[src/rtl/lfsr_pkg.sv]
// Shared types and defaults for the LFSR word controller.
package lfsr_pkg;

    typedef enum logic [1:0] {
        IDLE = 2'd0,
        LOAD = 2'd1,
        GEN  = 2'd2,
        RESP = 2'd3
    } state_e;

    localparam logic [7:0] LFSR_DEFAULT_TAP  = 8'hB8;
    localparam logic [7:0] LFSR_DEFAULT_SEED = 8'h01;

    // Width needed to express a bit count from 0 to w inclusive.
    function automatic int len_width(input int w);
        return $clog2(w + 1);
    endfunction

endpackage

[src/rtl/lfsr_word_pack.sv]
// Packs serial LFSR bits LSB-first into a word; flags the last sample of a word.
module lfsr_word_pack #(
    parameter int wbits = 8,
    parameter int LW    = 4
) (
    input  logic             clk,
    input  logic             rst,
    input  logic             clear_i,
    input  logic             shift_i,
    input  logic             bit_i,
    input  logic [LW-1:0]    len_i,
    output logic [wbits-1:0] data_o,
    output logic             done_o
);

    logic [wbits-1:0] data_q, data_d;
    logic [LW-1:0]    idx_q, idx_d;

    always_comb begin
        data_d = data_q;
        idx_d  = idx_q;
        if (clear_i) begin
            data_d = '0;
            idx_d  = '0;
        end else if (shift_i) begin
            data_d = data_q | (wbits'(bit_i) << idx_q);
            idx_d  = idx_q + LW'(1);
        end
    end

    always_ff @(posedge clk or posedge rst) begin
        if (rst) begin
            data_q <= '0;
            idx_q  <= '0;
        end else begin
            data_q <= data_d;
            idx_q  <= idx_d;
        end
    end

    assign data_o = data_q;
    assign done_o = shift_i && ((idx_q + LW'(1)) == len_i);

endmodule

[src/rtl/lfsr_word_ctrl.sv]
// Sequences reseed/shift of an external Fibonacci LFSR and returns packed words over val/rdy.
// Optional zero-seed guard: define LFSR_ZERO_SEED_GUARD_EN.
module lfsr_word_ctrl
    import lfsr_pkg::*;
#(
    parameter int               nbits        = 8,
    parameter int               wbits        = 8,
    parameter logic [nbits-1:0] DEFAULT_TAP  = LFSR_DEFAULT_TAP,
    parameter logic [nbits-1:0] DEFAULT_SEED = LFSR_DEFAULT_SEED,
    parameter int               LW           = len_width(wbits)
) (
    input  logic             clk,
    input  logic             rst,
    input  logic             cfg_val,
    output logic             cfg_rdy,
    input  logic [nbits-1:0] cfg_tap,
    input  logic [nbits-1:0] cfg_seed,
    input  logic             req_val,
    output logic             req_rdy,
    input  logic [LW-1:0]    req_len,
    input  logic             req_reseed,
    output logic             resp_val,
    input  logic             resp_rdy,
    output logic [wbits-1:0] resp_data,
    output logic             lfsr_load,
    output logic             lfsr_en,
    output logic [nbits-1:0] lfsr_tap,
    output logic [nbits-1:0] lfsr_seed,
    input  logic             lfsr_out,
    output logic             seed_fix
);

    state_e           state_q, state_d;
    logic [nbits-1:0] tap_q, seed_q;
    logic [LW-1:0]    len_q, len_d;
    logic             idle, req_fire, cfg_fire, gen_done;

    assign idle     = (state_q == IDLE);
    assign req_fire = idle && req_val;
    assign cfg_fire = idle && cfg_val;

    // Zero or oversized lengths collapse to a full word.
    assign len_d = ((req_len == '0) || (req_len > LW'(wbits))) ? LW'(wbits) : req_len;

    always_comb begin
        state_d = state_q;
        case (state_q)
            IDLE:    if (req_val) state_d = req_reseed ? LOAD : GEN;
            LOAD:    state_d = GEN;
            GEN:     if (gen_done) state_d = RESP;
            RESP:    if (resp_rdy) state_d = IDLE;
            default: state_d = IDLE;
        endcase
    end

    always_ff @(posedge clk or posedge rst) begin
        if (rst) begin
            state_q <= IDLE;
            tap_q   <= DEFAULT_TAP;
            seed_q  <= DEFAULT_SEED;
            len_q   <= LW'(wbits);
        end else begin
            state_q <= state_d;
            if (cfg_fire) begin
                tap_q  <= cfg_tap;
                seed_q <= cfg_seed;
            end
            if (req_fire) len_q <= len_d;
        end
    end

    lfsr_word_pack #(
        .wbits (wbits),
        .LW    (LW)
    ) u_pack (
        .clk     (clk),
        .rst     (rst),
        .clear_i (req_fire),
        .shift_i (lfsr_en),
        .bit_i   (lfsr_out),
        .len_i   (len_q),
        .data_o  (resp_data),
        .done_o  (gen_done)
    );

    assign cfg_rdy   = idle;
    assign req_rdy   = idle;
    assign resp_val  = (state_q == RESP);
    assign lfsr_load = (state_q == LOAD);
    assign lfsr_en   = (state_q == GEN);
    assign lfsr_tap  = tap_q;

`ifdef LFSR_ZERO_SEED_GUARD_EN
    logic seed_fix_q;

    // An all-zero seed would lock the LFSR; substitute 1 and remember it happened.
    assign lfsr_seed = (seed_q == '0) ? nbits'(1) : seed_q;

    always_ff @(posedge clk or posedge rst) begin
        if (rst) begin
            seed_fix_q <= 1'b0;
        end else if (lfsr_load && (seed_q == '0)) begin
            seed_fix_q <= 1'b1;
        end
    end

    assign seed_fix = seed_fix_q;
`else
    assign lfsr_seed = seed_q;
    assign seed_fix  = 1'b0;
`endif

endmodule
[config.mk]
export PLATFORM = sky130hd
export DESIGN_NAME = lfsr_word_ctrl
export DESIGN_NICKNAME = d
export VERILOG_FILES = /design/src/rtl/lfsr_pkg.sv /design/src/rtl/lfsr_word_pack.sv /design/src/rtl/lfsr_word_ctrl.sv
export SDC_FILE = /design/constraint.sdc
export NUM_CORES = 1
export LEC_CHECK = 0
export CAP_MARGIN = 40
export CORE_MARGIN = 1
export CORE_UTILIZATION = 25
export DETAILED_ROUTE_END_ITERATION = 8
export PLACE_DENSITY = 0.47
export SLEW_MARGIN = 20
export SYNTH_ARGS = -nofsm -noshare
export SYNTH_HDL_FRONTEND = slang
export SYNTH_SLANG_ARGS = --single-unit
[constraint.sdc]
create_clock -name clk -period 2.4 [get_ports clk]
set_input_delay 0.48 -clock clk [delete_from_list [all_inputs] [get_ports clk]]
set_output_delay 0.48 -clock clk [all_outputs]
set_load 0.1 [all_outputs]
* Yosys cells after proc, flatten, opt, wreduce, memory -nomap -nowiden
Cells that the tools add are included.
Cells by class: $add $sub $neg 1, magnitude comparators 1, eq/ne operators 7, shift-type cells 1, muxes and demuxes 10, bitwise logic cells 1, reductions and logical operators 8
Operators with widths (number):
- $mux 8 | 2
- $mux 4 | 3
- $mux 2 | 4
- $or 8x8->8 | 1
- $pmux 2 s4 | 1
- $shl 1x4->8 | 1
- $add 4x1->4 const B | 1
- $eq 2x2->1 const B | 2
- $eq 4x4->1 | 1
- $gt 4x4->1 const B | 1
- $logic_not 4->1 | 1
- $ne 2x2->1 const B | 2
- $logic_and 1x1->1 | 3
- $reduce_and 3->1 | 1
- $eq 2x1->1 const B | 1
- $logic_not 2->1 | 1
- $ne 2x1->1 const B | 1
- $reduce_bool 2->1 | 1
- $logic_or 1x1->1 | 1
Storage, ports and cells: register bits after elaboration 34, input port bits 27, word-level logic and storage cells 35

* Depth between registers and ports, before layout
Gate-level depths: netlist of the first run.
depth in word-level cells 5, mapped depth 7, gate-level depth less buffers 6

* By module
A second synthesis of the first run with hierarchy kept.
Unflattened totals: cell total of the unflattened synthesis 133, area, all modules 1576.5 µm²
Modules (own cells, without submodules):
- lfsr_word_ctrl | times used 1, cells an instance 75, area an instance 975.9 µm²
- lfsr_word_pack | times used 1, cells an instance 58, area an instance 600.6 µm²

* Worst setup path before layout of the first run
No wires, ideal clock.
path kind register to register, from register state_q[0], to register state_q[1], setup time 131 ps, arrival time 2218 ps, data required time 2269 ps, setup slack 52 ps, cell stages (with the launch flop) 8, path buffers 1, clock period less this slack 2348 ps, path through dfrtp_1 inv_1 ha_1 buf_6 nor2b_1 a2111oi_0 a221oi_1 nand3_1
On the way: elaborated cells on any way between the ends 10
RTL lines:
- from (decl) | line lfsr_word_ctrl.sv:33 | state_e state_q, state_d;
- from (signal assigned) | line lfsr_word_ctrl.sv:63 | state_q <= state_d;
- $logic_not 2->1 *
- via cfg_rdy | line lfsr_word_ctrl.sv:15 | output logic cfg_rdy,
- $ne 2x2->1 (no line)
- $reduce_and 3->1 (no line)
Mark *: on every way through the listed nets, which the timed path passes. The rest lies on a longest branch. A chain may end at the register's enable or synchronous reset.

* Worst setup path after layout of the first run
from register state_q[0], to output port req_rdy
On the way: longest elaborated chain between the ends 1
Ends and longest elaborated chain:
- $logic_not 2->1 | line lfsr_word_ctrl.sv:38 | assign idle = (state_q == IDLE);
- to (decl) | line lfsr_word_ctrl.sv:19 | output logic req_rdy,
Every way passes these cells.

==> results of run 1 <==
[worst min-delay path, cell delays in order, from the launching register on]
cell,delay [ns]
dfstp_2,0.38
nand2_1,0.05
nand2_1,0.04
[per-layer routing]
metal / track usage, % / part of all wire [%]
met1: 12.0 / 41
met2: 18.3 / 50
met3: 4.25 / 7.2
met4: 4.62 / 1.9
met5: 0 / 0
[through the flow]
stage               instance area, um2  std cells  hold WS, ns
finish                            2370        280        0.476
floorplan                         1670        145        0.441
CTS                               2370        280        0.482
global placement                  2250        272        0.463
global route                      2370        280        0.498
detailed placement                2250        272        0.470
[area by class of cell]
cell class	instances	area share, %
timing repair buffer	59	23.0
inverter	3	0.476
tap	77	4.07
multi-input combinational	99	31.3
sequential	34	36.3
clock buffer	5	2.91
clock inverter	3	1.90
[cells by family after synthesis]
kind of cell               count (synthesis)
AOI/OAI and AO/OA                         16
xor gates and xnor gates                   9
adders and majority gates                  5
buffers and inverters                     12
DFF                                       34
muxes                                     18
other                                      1
and+or+nand+nor                           50
[cells in the final DEF (no fill, tap or decap), types with 2 or more instances in the layout]
cell,n
mux2_2,10
dfrtp_1,28
and3b_2,2
clkinvlp_4,2
nor2b_1,2
clkbuf_8,5
mux2_1,6
dfstp_2,6
clkdlybuf4s50_1,26
nand3b_1,3
buf_4,30
nand2_1,12
nand3_1,6
a21oi_1,8
xor2_1,5
nor2_1,12
and2_1,3
inv_1,3
o21ai_0,3
mux2i_1,2
buf_12,3
xnor2_1,3
ha_1,5
nor3b_1,2
[registers in the layout, summed over array words and instances, names as in the netlist]
signal / cells
lfsr_tap: 8
len_q: 4
lfsr_seed: 8
u_pack.data_o: 8
u_pack.idx_q: 4
state_q: 2
[worst paths after layout]
kind / from / depth (start not counted) / end
min in group asynchronous: rst / 3 / u_pack.data_o[0]
hold / removal: len_q[3] / 2 / len_q[3]
max in group asynchronous: rst / 3 / lfsr_tap[3]
setup / recovery: state_q[0] / 4 / req_rdy
hold reg to reg: len_q[3] / 2 / len_q[3]
setup reg to reg: state_q[0] / 7 / state_q[1]
==> impl_metrics.sql, run 1 <==
INSERT INTO impl_metrics (metric_group, metric, value, unit) VALUES
('drt', 'drcViolationCount', '0', ''),
('timing', 'fmaxAchievable', '0.502', 'GHz'),
('logic_synthesis', 'ys_warn_count', '0', ''),
('critical_path', 'critPathCaptureType', 'output port', ''),
('global_routing', 'globalRouteOverflowTotal', '0', ''),
('timing', 'layout_worst_path_cycle_share', '83.0', '%'),
('placed_design', 'io_buffer_count', '55', ''),
('logic_synthesis', 'synth_top_cells_by_area', 'dfrtp_1 (42%), dfstp_2 (9.4%), mux2_2 (6.7%)', ''),
('run_status', 'status', 'finished clean', ''),
('final_layout', 'num-fill-cells', '648', ''),
('final_layout', 'register_area', '858', 'um2'),
('clocking', 'clk_pin_slew_worst_paths', '0.07', 'ns'),
('clocking', 'numCtsBuffers', '5', ''),
('timing', 'timing.max_slew.rel_slack', '56.2', '%'),
('timing', 'layout_setup_ws', '0.408', 'ns'),
('flow_run', 'maxcap_viol_count', '0', ''),
('clocking', 'htree_levels', '2', ''),
('clocking', 'hold_buffers', '0', ''),
('logic_synthesis', 'most_frequent_cell_after_synthesis', 'dfrtp_1', ''),
('timing', 'setup_repair_after_global_routing_missed_its_margin', 'no', ''),
('logic_synthesis', 'synth.lib_cells_used.distinct', '38', ''),
('placed_design', 'final_replace_weighted_congestion', '0.701', ''),
('die', 'dieArea', '0.00701', 'mm2'),
('die', 'ios', '57', ''),
('timing', 'maxSlewViolCount', '0', ''),
('critical_path', 'reg2reg_setup_slack', '0.52', 'ns'),
('logic_synthesis', 'yosys.area.top_type_share', '41.9', '%'),
('critical_path', 'cp.arrival', '1.51', 'ns'),
('critical_path', 'cp_cell_sequence', 'inv_1 -> ha_1 -> buf_4 -> buf_12', ''),
('die', 'coreArea', '0.00639', 'mm2'),
('final_layout', 'multi_input_comb_area', '742', 'um2'),
('clocking', 'clock_latency', '0.29', 'ns'),
('logic_synthesis', 'synth.top_cells.by_count', 'dfrtp_1 (28), nand2_1 (12), nor2_1 (12)', ''),
('drt', 'vias_per_cell', '4.57', ''),
('drt', 'vias', '1280', ''),
('timing', 'timing_worst_slew_pin_value', '0.656', 'ns'),
('die', 'chipWidth', '83.7', 'um'),
('logic_synthesis', 'synth_top_cell_by_area', 'dfrtp_1', ''),
('drt', 'drt.antenna.violating_nets', '0', ''),
('drt', 'drt_first_iter_violations', '31', ''),
('die', 'rows', '29', ''),
('drt', 'wl_per_cell', '13.2', 'um'),
('critical_path', 'critPathTopFamily', 'buffers and inverters', ''),
('placed_design', 'hpwlAfterDp', '2820', 'um'),
('critical_path', 'slowest_delay', '0.45', 'ns'),
('placed_design', 'preCtsSetupSlack', '0.447', 'ns'),
('critical_path', 'timing_worst_setup_path_type', 'reg2out', ''),
('clocking', 'cts_num_sinks', '34', ''),
('logic_synthesis', 'synth-compound-area-share', '6.29', '%'),
('timing', 'setup_viol_count_final', '0', ''),
('logic_synthesis', 'ys_ff_latch', '34', ''),
('clocking', 'clock_path_buffers', '2', ''),
('critical_path', 'worst_ep_required', '1.92', 'ns'),
('logic_synthesis', 'synth-main-ff-cell', 'dfrtp_1', ''),
('global_routing', 'global_route_wire_length_before_repair', '6040', 'um'),
('logic_synthesis', 'synth_top_family_by_area', 'simple AND/OR/NAND/NOR gates', ''),
('timing', 'finalSetupTns', '0', 'ns'),
('global_routing', 'grt_antenna_before_repair', '0', ''),
('global_routing', 'grt_start_max_net_pins', '35', ''),
('logic_synthesis', 'postSynthNetCount', '177', ''),
('clocking', 'post_cts_resize_count', '0', ''),
('logic_synthesis', 'asyncSetResetFlopFracSynth', '100', '%'),
('critical_path', 'path_max_fanout', '6', ''),
('logic_synthesis', 'synth_sequential_area_ratio', '51.4', '%'),
('clocking', 'cts.root.buffer_cell', 'clkbuf_8', ''),
('logic_synthesis', 'syn_avg_cell_area', '11.5', 'um2'),
('timing', 'fin_worst_skew', '0.00474', 'ns'),
('logic_synthesis', 'synth_enable_flop_cells', '0', ''),
('final_layout', 'utilization', '37.1', '%'),
('logic_synthesis', 'synthXorXnorAreaFrac', '5.69', '%'),
('timing', 'finalHoldViolations', '0', '');
Power of run 1 is left out: the tool's default activity adds up to more than one toggle a clock period on the data nets, which glitch-free logic cannot reach.
==> inputs of run 2 (changes only) <==
--- a/config.mk
+++ b/config.mk
@@ -9,7 +9,7 @@
 export CORE_MARGIN = 1
 export CORE_UTILIZATION = 25
 export DETAILED_ROUTE_END_ITERATION = 8
-export PLACE_DENSITY = 0.47
+export PLACE_DENSITY = 0.49
 export SLEW_MARGIN = 20
 export SYNTH_ARGS = -nofsm -noshare
 export SYNTH_HDL_FRONTEND = slang
==> constraint.sdc (replaced) <==
create_clock -name clk -period 1.6 [get_ports clk]
set_input_delay 0.32 -clock clk [delete_from_list [all_inputs] [get_ports clk]]
set_output_delay 0.32 -clock clk [all_outputs]
set_load 0.1 [all_outputs]
==> run 2 against run 1 <==
Effect of this change:
- the run now ends with negative setup slack left
- core utilization up 9.2 points
- routed wire length up 8.9%
- first-iteration DRC count rose by 90%
- largest cell class is now buffers
- flip-flop and latch count stayed put
- critical path depth rose by 4
- die area stayed put
==> impl_metrics.sql, run 2 (synthesis results as in run 1) <==
INSERT INTO impl_metrics (metric_group, metric, value, unit) VALUES
('final_layout', 'final_common_cell', 'buf_12', ''),
('timing', 'maxSlewViolCount', '0', ''),
('clocking', 'cts_num_sinks', '34', ''),
('timing', 'period_needed', '1.63', 'ns'),
('placed_design', 'preCtsSetupSlack', '-0.0621', 'ns'),
('clocking', 'numCtsBuffers', '5', ''),
('clocking', 'cts_tree', 'yes', ''),
('critical_path', 'crit_path_start_kind', 'register', ''),
('final_layout', 'final_layout_size_suffix_gt1_share', '42.1', '%'),
('final_layout', 'layout.cells.most_common_list', 'buf_12 (33), clkdlybuf4s50_1 (26), dfrtp_1 (26), buf_4 (13), nor2_1 (12)', ''),
('drt', 'drt_wl_total', '4030', 'um'),
('drt', 'vias', '1333', ''),
('die', 'dieArea', '0.00701', 'mm2'),
('die', 'ios', '57', ''),
('final_layout', 'antenna-diode-count', '0', ''),
('clocking', 'clk_pin_slew_worst_paths', '0.07', 'ns'),
('global_routing', 'grt_start_max_net_pins', '35', ''),
('timing', 'setup_repair_after_global_routing_missed_its_margin', 'yes', ''),
('clocking', 'clock_path_buffers', '2', ''),
('critical_path', 'cp_cell_sequence', 'inv_2 -> ha_4 -> buf_12 -> nor2b_4 -> buf_4 -> a2111oi_1 -> a221oi_2 -> nand3_1', ''),
('run_status', 'violations', 'negative setup slack', ''),
('timing', 'layout_worst_path_cycle_share', '102', '%'),
('timing', 'setup_viol_count_final', '4', ''),
('critical_path', 'critPathTopFamily', 'flip-flops', ''),
('run_status', 'status', 'complete, but fails checks', ''),
('clocking', 'cts.root.buffer_cell', 'clkbuf_8', ''),
('drt', 'met3_length', '365', 'um'),
('drt', 'highest-signal-layer', 'met4', ''),
('final_layout', 'flow.area_growth_from_synthesis', '77.0', '%'),
('clocking', 'htree_levels', '2', ''),
('timing', 'finalHoldViolations', '0', ''),
('critical_path', 'slowest_delay', '0.43', 'ns'),
('global_routing', 'track_usage', '12.4', '%'),
('global_routing', 'globalRouteOverflowTotal', '0', ''),
('drt', 'wl_per_cell', '13.8', 'um'),
('placed_design', 'io_buffer_count', '55', ''),
('final_layout', 'stdcell_area', '0.00296', 'mm2'),
('placed_design', 'placement.cell_area', '0.00268', 'mm2'),
('critical_path', 'critPathSlowestCell', 'dfrtp_2', ''),
('drt', 'drcViolationCount', '0', ''),
('timing', 'fin_worst_skew', '0.00366', 'ns'),
('global_routing', 'global_route_wire_length_before_repair', '6750', 'um'),
('placed_design', 'hpwlAfterDp', '3050', 'um'),
('critical_path', 'timing_worst_setup_path_type', 'reg2reg', ''),
('die', 'rows', '29', ''),
('clocking', 'clock_latency', '0.28', 'ns'),
('global_routing', 'grt_pass1_vias', '1451', ''),
('final_layout', 'num-fill-cells', '584', ''),
('critical_path', 'path_max_fanout', '6', ''),
('timing', 'layout_setup_ws', '-0.0284', 'ns'),
('critical_path', 'critPathCaptureType', 'register', ''),
('die', 'die_height', '83.7', 'um'),
('critical_path', 'cp.arrival', '1.84', 'ns'),
('timing', 'finalSetupTns', '-0.0712', 'ns'),
('drt', 'vias_per_cell', '4.55', ''),
('drt', 'drt-pass1-iter-count', '4', ''),
('die', 'initial_standard_cell_utilization_of_the_core', '26.2', '%'),
('timing', 'fmaxAchievable', '0.614', 'GHz'),
('drt', 'drt_first_iter_violations', '59', ''),
('critical_path', 'path_buf_inv', '3', ''),
('placed_design', 'final_replace_weighted_congestion', '0.724', ''),
('drt', 'wl_met1', '1530', 'um'),
('drt', 'routed-wl-met2', '2060', 'um'),
('die', 'coreArea', '0.00639', 'mm2'),
('critical_path', 'worst_ep_required', '1.81', 'ns'),
('final_layout', 'nets', '247', ''),
('drt', 'drt.antenna.violating_nets', '0', ''),
('timing', 'finalHoldWorstSlack', '0.373', 'ns'),
('die', 'chipWidth', '83.7', 'um'),
('worst_hold_path', 'min-delay-path-class', 'in2async', ''),
('global_routing', 'grt_antenna_before_repair', '0', ''),
('flow_run', 'maxcap_viol_count', '0', '');
run 2: changes by cell type in the layout (fill, tap and decap cells not counted), sizes merged:
cell      change
clkbuf        +2
buf          +13
clkinvlp      -2
run 2: worst reg2reg max path: stages (launching register included):
cell,delay (ns)
dfrtp_2,0.43
inv_2,0.08
ha_4,0.17
buf_12,0.12
nor2b_4,0.12
buf_4,0.15
a2111oi_1,0.34
a221oi_2,0.06
nand3_1,0.10
run 2: final cells by class:
class                   count  area, um2  share of cell area (%)
clock buffers               7       86.3                    2.92
repair buffers             72       1020                    34.4
well taps                  77       96.3                    3.26
clock inverters             1       30.0                    1.02
inverters                   3       13.8                   0.466
multi-input cells          99        851                    28.8
flip-flops and latches     34        861                    29.1
run 2: final timing paths:
check,startpoint,endpoint,slack (ns),cells past startpoint
setup / recovery,state_q[1],state_q[1],-0.03,8
hold / removal,rst,len_q[2],0.37,3
setup reg to reg,state_q[1],state_q[1],-0.03,8
hold reg to reg,len_q[3],len_q[3],0.47,2
max in group asynchronous,rst,lfsr_seed[0],0.98,3
min in group clk,len_q[3],len_q[3],0.47,2
run 2: per-stage QoR:
step | util, % | cells
after floorplan | - | 145
after global placement | 42.0 | 276
after detailed placement | 42.0 | 276
after CTS | 45.2 | 289
after global routing | 46.3 | 293
final | 46.3 | 293
run 2: repair_timing:
action | CTS | global route
setup buffers | 5 | 4
gates resized for setup | 4 | 7
endpoints found under the setup margin | 5 | 5
hold buffers | 0 | 0
pin swaps | 2 | 6
run 2: layer usage:
layer / vias up / GRT usage [%]
li1: 630 / -
met1: 643 / 12.9
met2: 51 / 21.1
met3: 9 / 5.74
met4: 0 / 5.70
met5: - / 0
Power of run 2 is left out for the same reason.
